<file path="src/rtl/i2c_target_regfile.sv">
// I2C target with an 8-bit register-file port.
// Accepts [dev addr][reg addr][data...] write frames and register reads.
// SCL/SDA are oversampled on clk, so clk must run at >= 8x SCL.
//
// state  | meaning
// IDLE   | ignore the bus until a START
// ADDR   | receiving the device address byte
// REG    | receiving the register pointer byte
// WR     | receiving data bytes, pointer auto-increments
// RD     | transmitting register bytes, pointer auto-increments on master ACK
module i2c_target_regfile #(
  parameter logic [6:0] DEV_ADDR    = 7'h39,
  parameter int         SYNC_STAGES = 2
) (
  input  logic       clk,
  input  logic       reset_n,
  input  logic       scl_in,
  input  logic       sda_in,
  output logic       sda_oe,
  output logic [7:0] reg_addr,
  output logic [7:0] reg_wdata,
  output logic       reg_wr_en,
  input  logic [7:0] reg_rdata,
  output logic       busy,
  output logic       nack_rx
);

  typedef enum logic [2:0] {
    S_IDLE,
    S_ADDR,
    S_REG,
    S_WR,
    S_RD
  } state_t;

  state_t                 state;
  logic [SYNC_STAGES-1:0] scl_sync;
  logic [SYNC_STAGES-1:0] sda_sync;
  logic                   scl_hist;
  logic                   sda_hist;
  logic                   scl_s;
  logic                   sda_s;
  logic                   scl_rise;
  logic                   scl_fall;
  logic                   sda_rise;
  logic                   sda_fall;
  logic                   start_cond;
  logic                   stop_cond;
  logic [6:0]             shift;
  logic [7:0]             rx_byte;
  logic [6:0]             tx;
  logic [3:0]             bit_cnt;
  logic                   in_ack;
  logic                   rw;

  // Synchronise the raw pins and keep one history sample for edge detection.
  // Idle bus level is high, so the chain resets to ones.
  always_ff @(posedge clk) begin
    if (!reset_n) begin
      scl_sync <= '1;
      sda_sync <= '1;
      scl_hist <= 1'b1;
      sda_hist <= 1'b1;
    end else begin
      scl_sync <= {scl_sync[SYNC_STAGES-2:0], scl_in};
      sda_sync <= {sda_sync[SYNC_STAGES-2:0], sda_in};
      scl_hist <= scl_s;
      sda_hist <= sda_s;
    end
  end

  assign scl_s      = scl_sync[SYNC_STAGES-1];
  assign sda_s      = sda_sync[SYNC_STAGES-1];
  assign scl_rise   = scl_s & ~scl_hist;
  assign scl_fall   = ~scl_s & scl_hist;
  assign sda_rise   = sda_s & ~sda_hist;
  assign sda_fall   = ~sda_s & sda_hist;
  assign start_cond = sda_fall & scl_s;
  assign stop_cond  = sda_rise & scl_s;
  assign rx_byte    = {shift, sda_s};

  // Protocol FSM: bus conditions first, then per-state bit handling.
  // bit_cnt counts SCL rises 0..8; in_ack marks the ninth (ACK) clock.
  always_ff @(posedge clk) begin
    if (!reset_n) begin
      state     <= S_IDLE;
      sda_oe    <= 1'b0;
      reg_addr  <= 8'h00;
      reg_wdata <= 8'h00;
      reg_wr_en <= 1'b0;
      busy      <= 1'b0;
      nack_rx   <= 1'b0;
      shift     <= 7'h00;
      tx        <= 7'h00;
      bit_cnt   <= 4'd0;
      in_ack    <= 1'b0;
      rw        <= 1'b0;
    end else begin
      reg_wr_en <= 1'b0;
      nack_rx   <= 1'b0;
      if (stop_cond) begin
        state   <= S_IDLE;
        sda_oe  <= 1'b0;
        busy    <= 1'b0;
        in_ack  <= 1'b0;
        bit_cnt <= 4'd0;
      end else if (start_cond) begin
        state   <= S_ADDR;
        sda_oe  <= 1'b0;
        in_ack  <= 1'b0;
        bit_cnt <= 4'd0;
      end else begin
        case (state)
          S_IDLE: begin
          end
          S_ADDR, S_REG, S_WR: begin
            if (scl_rise && !in_ack && bit_cnt != 4'd8) begin
              shift   <= rx_byte[6:0];
              bit_cnt <= bit_cnt + 4'd1;
              if (bit_cnt == 4'd7) begin
                case (state)
                  S_ADDR: begin
                    if (rx_byte[7:1] == DEV_ADDR) begin
                      busy <= 1'b1;
                      rw   <= rx_byte[0];
                    end else begin
                      state <= S_IDLE;
                    end
                  end
                  S_REG: reg_addr <= rx_byte;
                  S_WR: begin
                    reg_wdata <= rx_byte;
                    reg_wr_en <= 1'b1;
                  end
                  default: begin
                  end
                endcase
              end
            end else if (scl_fall && !in_ack && bit_cnt == 4'd8) begin
              sda_oe <= 1'b1;
              in_ack <= 1'b1;
            end else if (scl_fall && in_ack) begin
              sda_oe  <= 1'b0;
              in_ack  <= 1'b0;
              bit_cnt <= 4'd0;
              case (state)
                S_ADDR: begin
                  if (rw) begin
                    // First read byte goes out on the same fall that ends the ACK.
                    state  <= S_RD;
                    tx     <= reg_rdata[6:0];
                    sda_oe <= ~reg_rdata[7];
                  end else begin
                    state <= S_REG;
                  end
                end
                S_REG:   state <= S_WR;
                S_WR:    reg_addr <= reg_addr + 8'd1;
                default: begin
                end
              endcase
            end
          end
          S_RD: begin
            if (scl_rise && !in_ack && bit_cnt != 4'd8) begin
              bit_cnt <= bit_cnt + 4'd1;
            end else if (scl_fall && !in_ack) begin
              if (bit_cnt == 4'd8) begin
                sda_oe <= 1'b0;
                in_ack <= 1'b1;
              end else if (bit_cnt != 4'd0) begin
                sda_oe <= ~tx[6];
                tx     <= {tx[5:0], 1'b0};
              end
            end else if (scl_rise && in_ack) begin
              if (!sda_s) begin
                reg_addr <= reg_addr + 8'd1;
              end else begin
                nack_rx <= 1'b1;
                sda_oe  <= 1'b0;
                in_ack  <= 1'b0;
                bit_cnt <= 4'd0;
                state   <= S_IDLE;
              end
            end else if (scl_fall && in_ack) begin
              // Pointer already advanced on the ACK, so reg_rdata is the next byte.
              in_ack  <= 1'b0;
              bit_cnt <= 4'd0;
              tx      <= reg_rdata[6:0];
              sda_oe  <= ~reg_rdata[7];
            end
          end
          default: state <= S_IDLE;
        endcase
      end
    end
  end

endmodule

</file>
<file path="config.mk">
export PLATFORM = sky130hd
export DESIGN_NAME = i2c_target_regfile
export DESIGN_NICKNAME = d
export VERILOG_FILES = /design/src/rtl/i2c_target_regfile.sv
export SDC_FILE = /design/constraint.sdc
export NUM_CORES = 1
export LEC_CHECK = 0
export BUFFER_PORTS_ARGS = -buffer_cell sky130_fd_sc_hd__buf_2
export CAP_MARGIN = 20
export CORE_ASPECT_RATIO = 1.75
export CORE_UTILIZATION = 55
export CTS_BUF_LIST = sky130_fd_sc_hd__clkbuf_4
export DETAILED_ROUTE_END_ITERATION = 6
export HOLD_SLACK_MARGIN = 0.08
export MAX_ROUTING_LAYER = met4
export PLACE_DENSITY = 0.76
export SETUP_SLACK_MARGIN = 0.05
export SKIP_CTS_REPAIR_TIMING = 1
export SYNTH_ARGS = -nofsm -noshare
export SYNTH_HDL_FRONTEND = slang
export SYNTH_SLANG_ARGS = --single-unit
</file>
<file path="constraint.sdc">
create_clock -name clk -period 5.9 [get_ports clk]
set_input_delay 1.18 -clock clk [delete_from_list [all_inputs] [get_ports clk]]
set_output_delay 1.18 -clock clk [all_outputs]
set_load 0.1 [all_outputs]
</file>
==> run summary <==
status - complete, no violations
crit start category - primary input
highest clock rate - 0.362 GHz
die width - 55.1 um
number of flops mapped to enable cells by yosys - 0
required time of the critical path - 6.19 ns
post-synthesis net count - 319
most common cell after layout, fill and taps aside - dfxtp_1
min cycle time layout - 2.76 ns
PnR worst setup slack - 3.14 ns
Routed WL per cell - 16.6 um
clock tree buffer depth - 2
FF+latch count, synth - 49
Post-Synth Simple-Gate Area - 0.246
clock tree sinks - 49
initial antenna violation count - 0
Total Wirelength - 6230 um
Setup-failing EPs final - 0
peak supply drop - 0.000227 V
grt total ovfl - 0
commonest cells after routing, fill and taps aside - 49 x dfxtp_1, 31 x buf_2, 30 x nor2_1
ys async rst share - 0
Final GP Congestion - 0.896
total die area - 5220 um^2
Slew Viols, Final - 0
number of global-route vias before repair - 2168
average size of a mapped cell - 8.91 um^2
worst slew pin tran - 0.925 ns
Max Cap Viol - 0
area delta synth->final - 7.02%
Pleak - 0.00119 uW
Starting Density - 0.575
Synth Warn # - 0
main combinational cell family by area after synthesis - simple AND/OR/NAND/NOR gates
RSZ-0062 raised after global routing - false
DRT antenna net count - 0
first-pass GRT wire length - 9980 um
fin crit share - 0.468
path type of the worst min-delay path - flop to flop
critical path class - primary input to flop
number of distinct library cells after synthesis - 66
post-synthesis cell area - 2710 um^2
CTS Buf Count - 5
largest net degree at the start of global routing - 30
share of cells above drive strength 1 - 0.194
number of placed cells counting well taps - 368
XOR/XNOR Fraction of Synth Area - 0.00323
top_reg_cell synth - dfxtp_1
DR vias/cell - 6.27
Total GRT Usage - 0.266
Ant. Diodes - 0
Hold Crit Start - sda_sync[0]$_SDFF_PN1_
peak fanout along the critical path - 29
CP startpoint - reset_n
Post-DP HPWL - 4460 um
Core Footprint - 4710 um^2
fin nets - 338
CP Data Arrival Time - 3.06 ns
drt drc - 0
endpoint class of the critical path - flop
clock root cell - clkbuf_4
io pins - 32
Vias - 2357
post-synthesis compound-gate area fraction - 0.220
Util after Layout - 0.616
drt pass-1 iters - 4
pwr dens - 186 nW/um^2
Crit Reg-Reg Startpoint - state[2]$_SDFFE_PP0P_
worst reg2reg setup slack - 3.20 ns
Die Y - 94.8 um
Gate Count Post-Synth - 304
worst-skew pair later-pin latency - 0.37 ns
Rows - 33
Hold Vio Cnt, Final - 0
buffers added on ports - 31
TNS Setup - 0 ns
CTS tree - yes
Max-Slew Margin vs Limit - 0.380
Setup Skew - 0.00502 ns
post-synthesis sequential area ratio - 0.362
CTS clk-pin slew, worst paths - 0.14 ns
Setup WS pre-CTS - 2.75 ns
Hold WS - 0.429 ns
CTS H-tree lvls - 2
mux contribution to synthesized area - 0.114
drt initial violations - 47
Synth Area in Adders - 0.0139
Layout Cells excl Fill - 376
-- worst max-delay path: stages --
cell	delay, ns
buf_2	0.41
inv_1	0.49
a31o_2	0.39
or2_2	0.36
a311oi_1	0.20
-- routing by layer --
layer,vias to the layer above,routed length [um],share of wire,GRT usage
li1,1158,-,-,-
met1,1122,2600,0.42,0.311
met2,60,3250,0.52,0.434
met3,17,189,0.030,0.0370
met4,0,181,0.029,0.119
met5,-,0,0,-
-- report_power, final --
group          total [uW]  leakage, uW  internal, uW  switching (uW)
Sequential            340     0.000396           334            6.14
Combinational        47.0     0.000761          16.2            30.8
Clock                 154    0.0000310          45.1             109
Total                 541      0.00119           395             146
-- layout make-up --
cell class	instances	area (um^2)
clock buffers	5	37.5
clock inverters	3	17.5
fillers	428	1810
inverters	7	26.3
multi-input cells	229	1620
flip-flops and latches	49	981
well taps	52	65.1
repair buffers	31	155
-- registers in the layout, summed over array words and instances, names as in the netlist --
signal	flops
reg_addr	8
reg_wdata	8
shift	7
tx	7
bit_cnt	4
state	3
scl_sync	2
sda_sync	2
busy	1
in_ack	1
nack_rx	1
reg_wr_en	1
rw	1
scl_hist	1
sda_hist	1
sda_oe	1
-- logic make-up (layout without fill, tap and decap cells) --
group	count (synthesis)	count (layout)
adder cells (fa/ha/maj)	3	3
flip-flops	49	49
multiplexers	30	30
AND/OR/NAND/NOR	120	120
buffers and inverters	26	46
XOR/XNOR	1	1
AO/OA/AOI/OAI	75	75
-- per-stage QoR --
stage | area [um^2] | power (uW)
after floorplan | 2710 | 383
after global placement | 2840 | 393
after detailed placement | 2840 | 393
after CTS | 2900 | 544
after global routing | 2900 | 559
final | 2900 | 541
-- synth_stat cells (2+ instances only) --
library cell  number  area (um^2)
dfxtp_1           49          981
nor2_1            30          113
nand2_1           26         97.6
mux2i_1           24          240
a21oi_1           19         95.1
clkbuf_1          14         52.6
o21ai_0           10         50.1
nand2b_1           8         50.1
inv_1              7         26.3
nor3_1             7         35.0
mux2_2             6         67.6
nand3_1            5         25.0
nor2b_1            5         31.3
a211oi_1           4         30.0
a31oi_1            4         25.0
nand4_1            4         25.0
o311ai_0           4         35.0
a41oi_1            3         26.3
and3_1             3         18.8
and4b_1            3         30.0
ha_1               3         37.5
nand3b_1           3         22.5
nor3b_1            3         22.5
o31ai_1            3         22.5
or3b_1             3         26.3
a211o_1            2         17.5
a211oi_2           2         25.0
a21boi_0           2         15.0
a2bb2oi_1          2         17.5
and3b_1            2         17.5
buf_2              2         10.0
nor4_1             2         12.5
nor4b_1            2         17.5
o221a_4            2         40.0
o31ai_2            2         25.0
or2_1              2         12.5
or3_1              2         12.5
or4_1              2         15.0
-- worst paths after layout --
path / end / depth (start not counted)
setup reg to reg: reg_addr[0]$_SDFFE_PN0P_ / 5
hold reg to reg: sda_sync[1]$_SDFF_PN1_ / 1
hold / removal: sda_sync[1]$_SDFF_PN1_ / 1
setup / recovery: bit_cnt[3]$_SDFFE_PP0P_ / 5
Note: power is estimated with default switching activity, not from simulation.
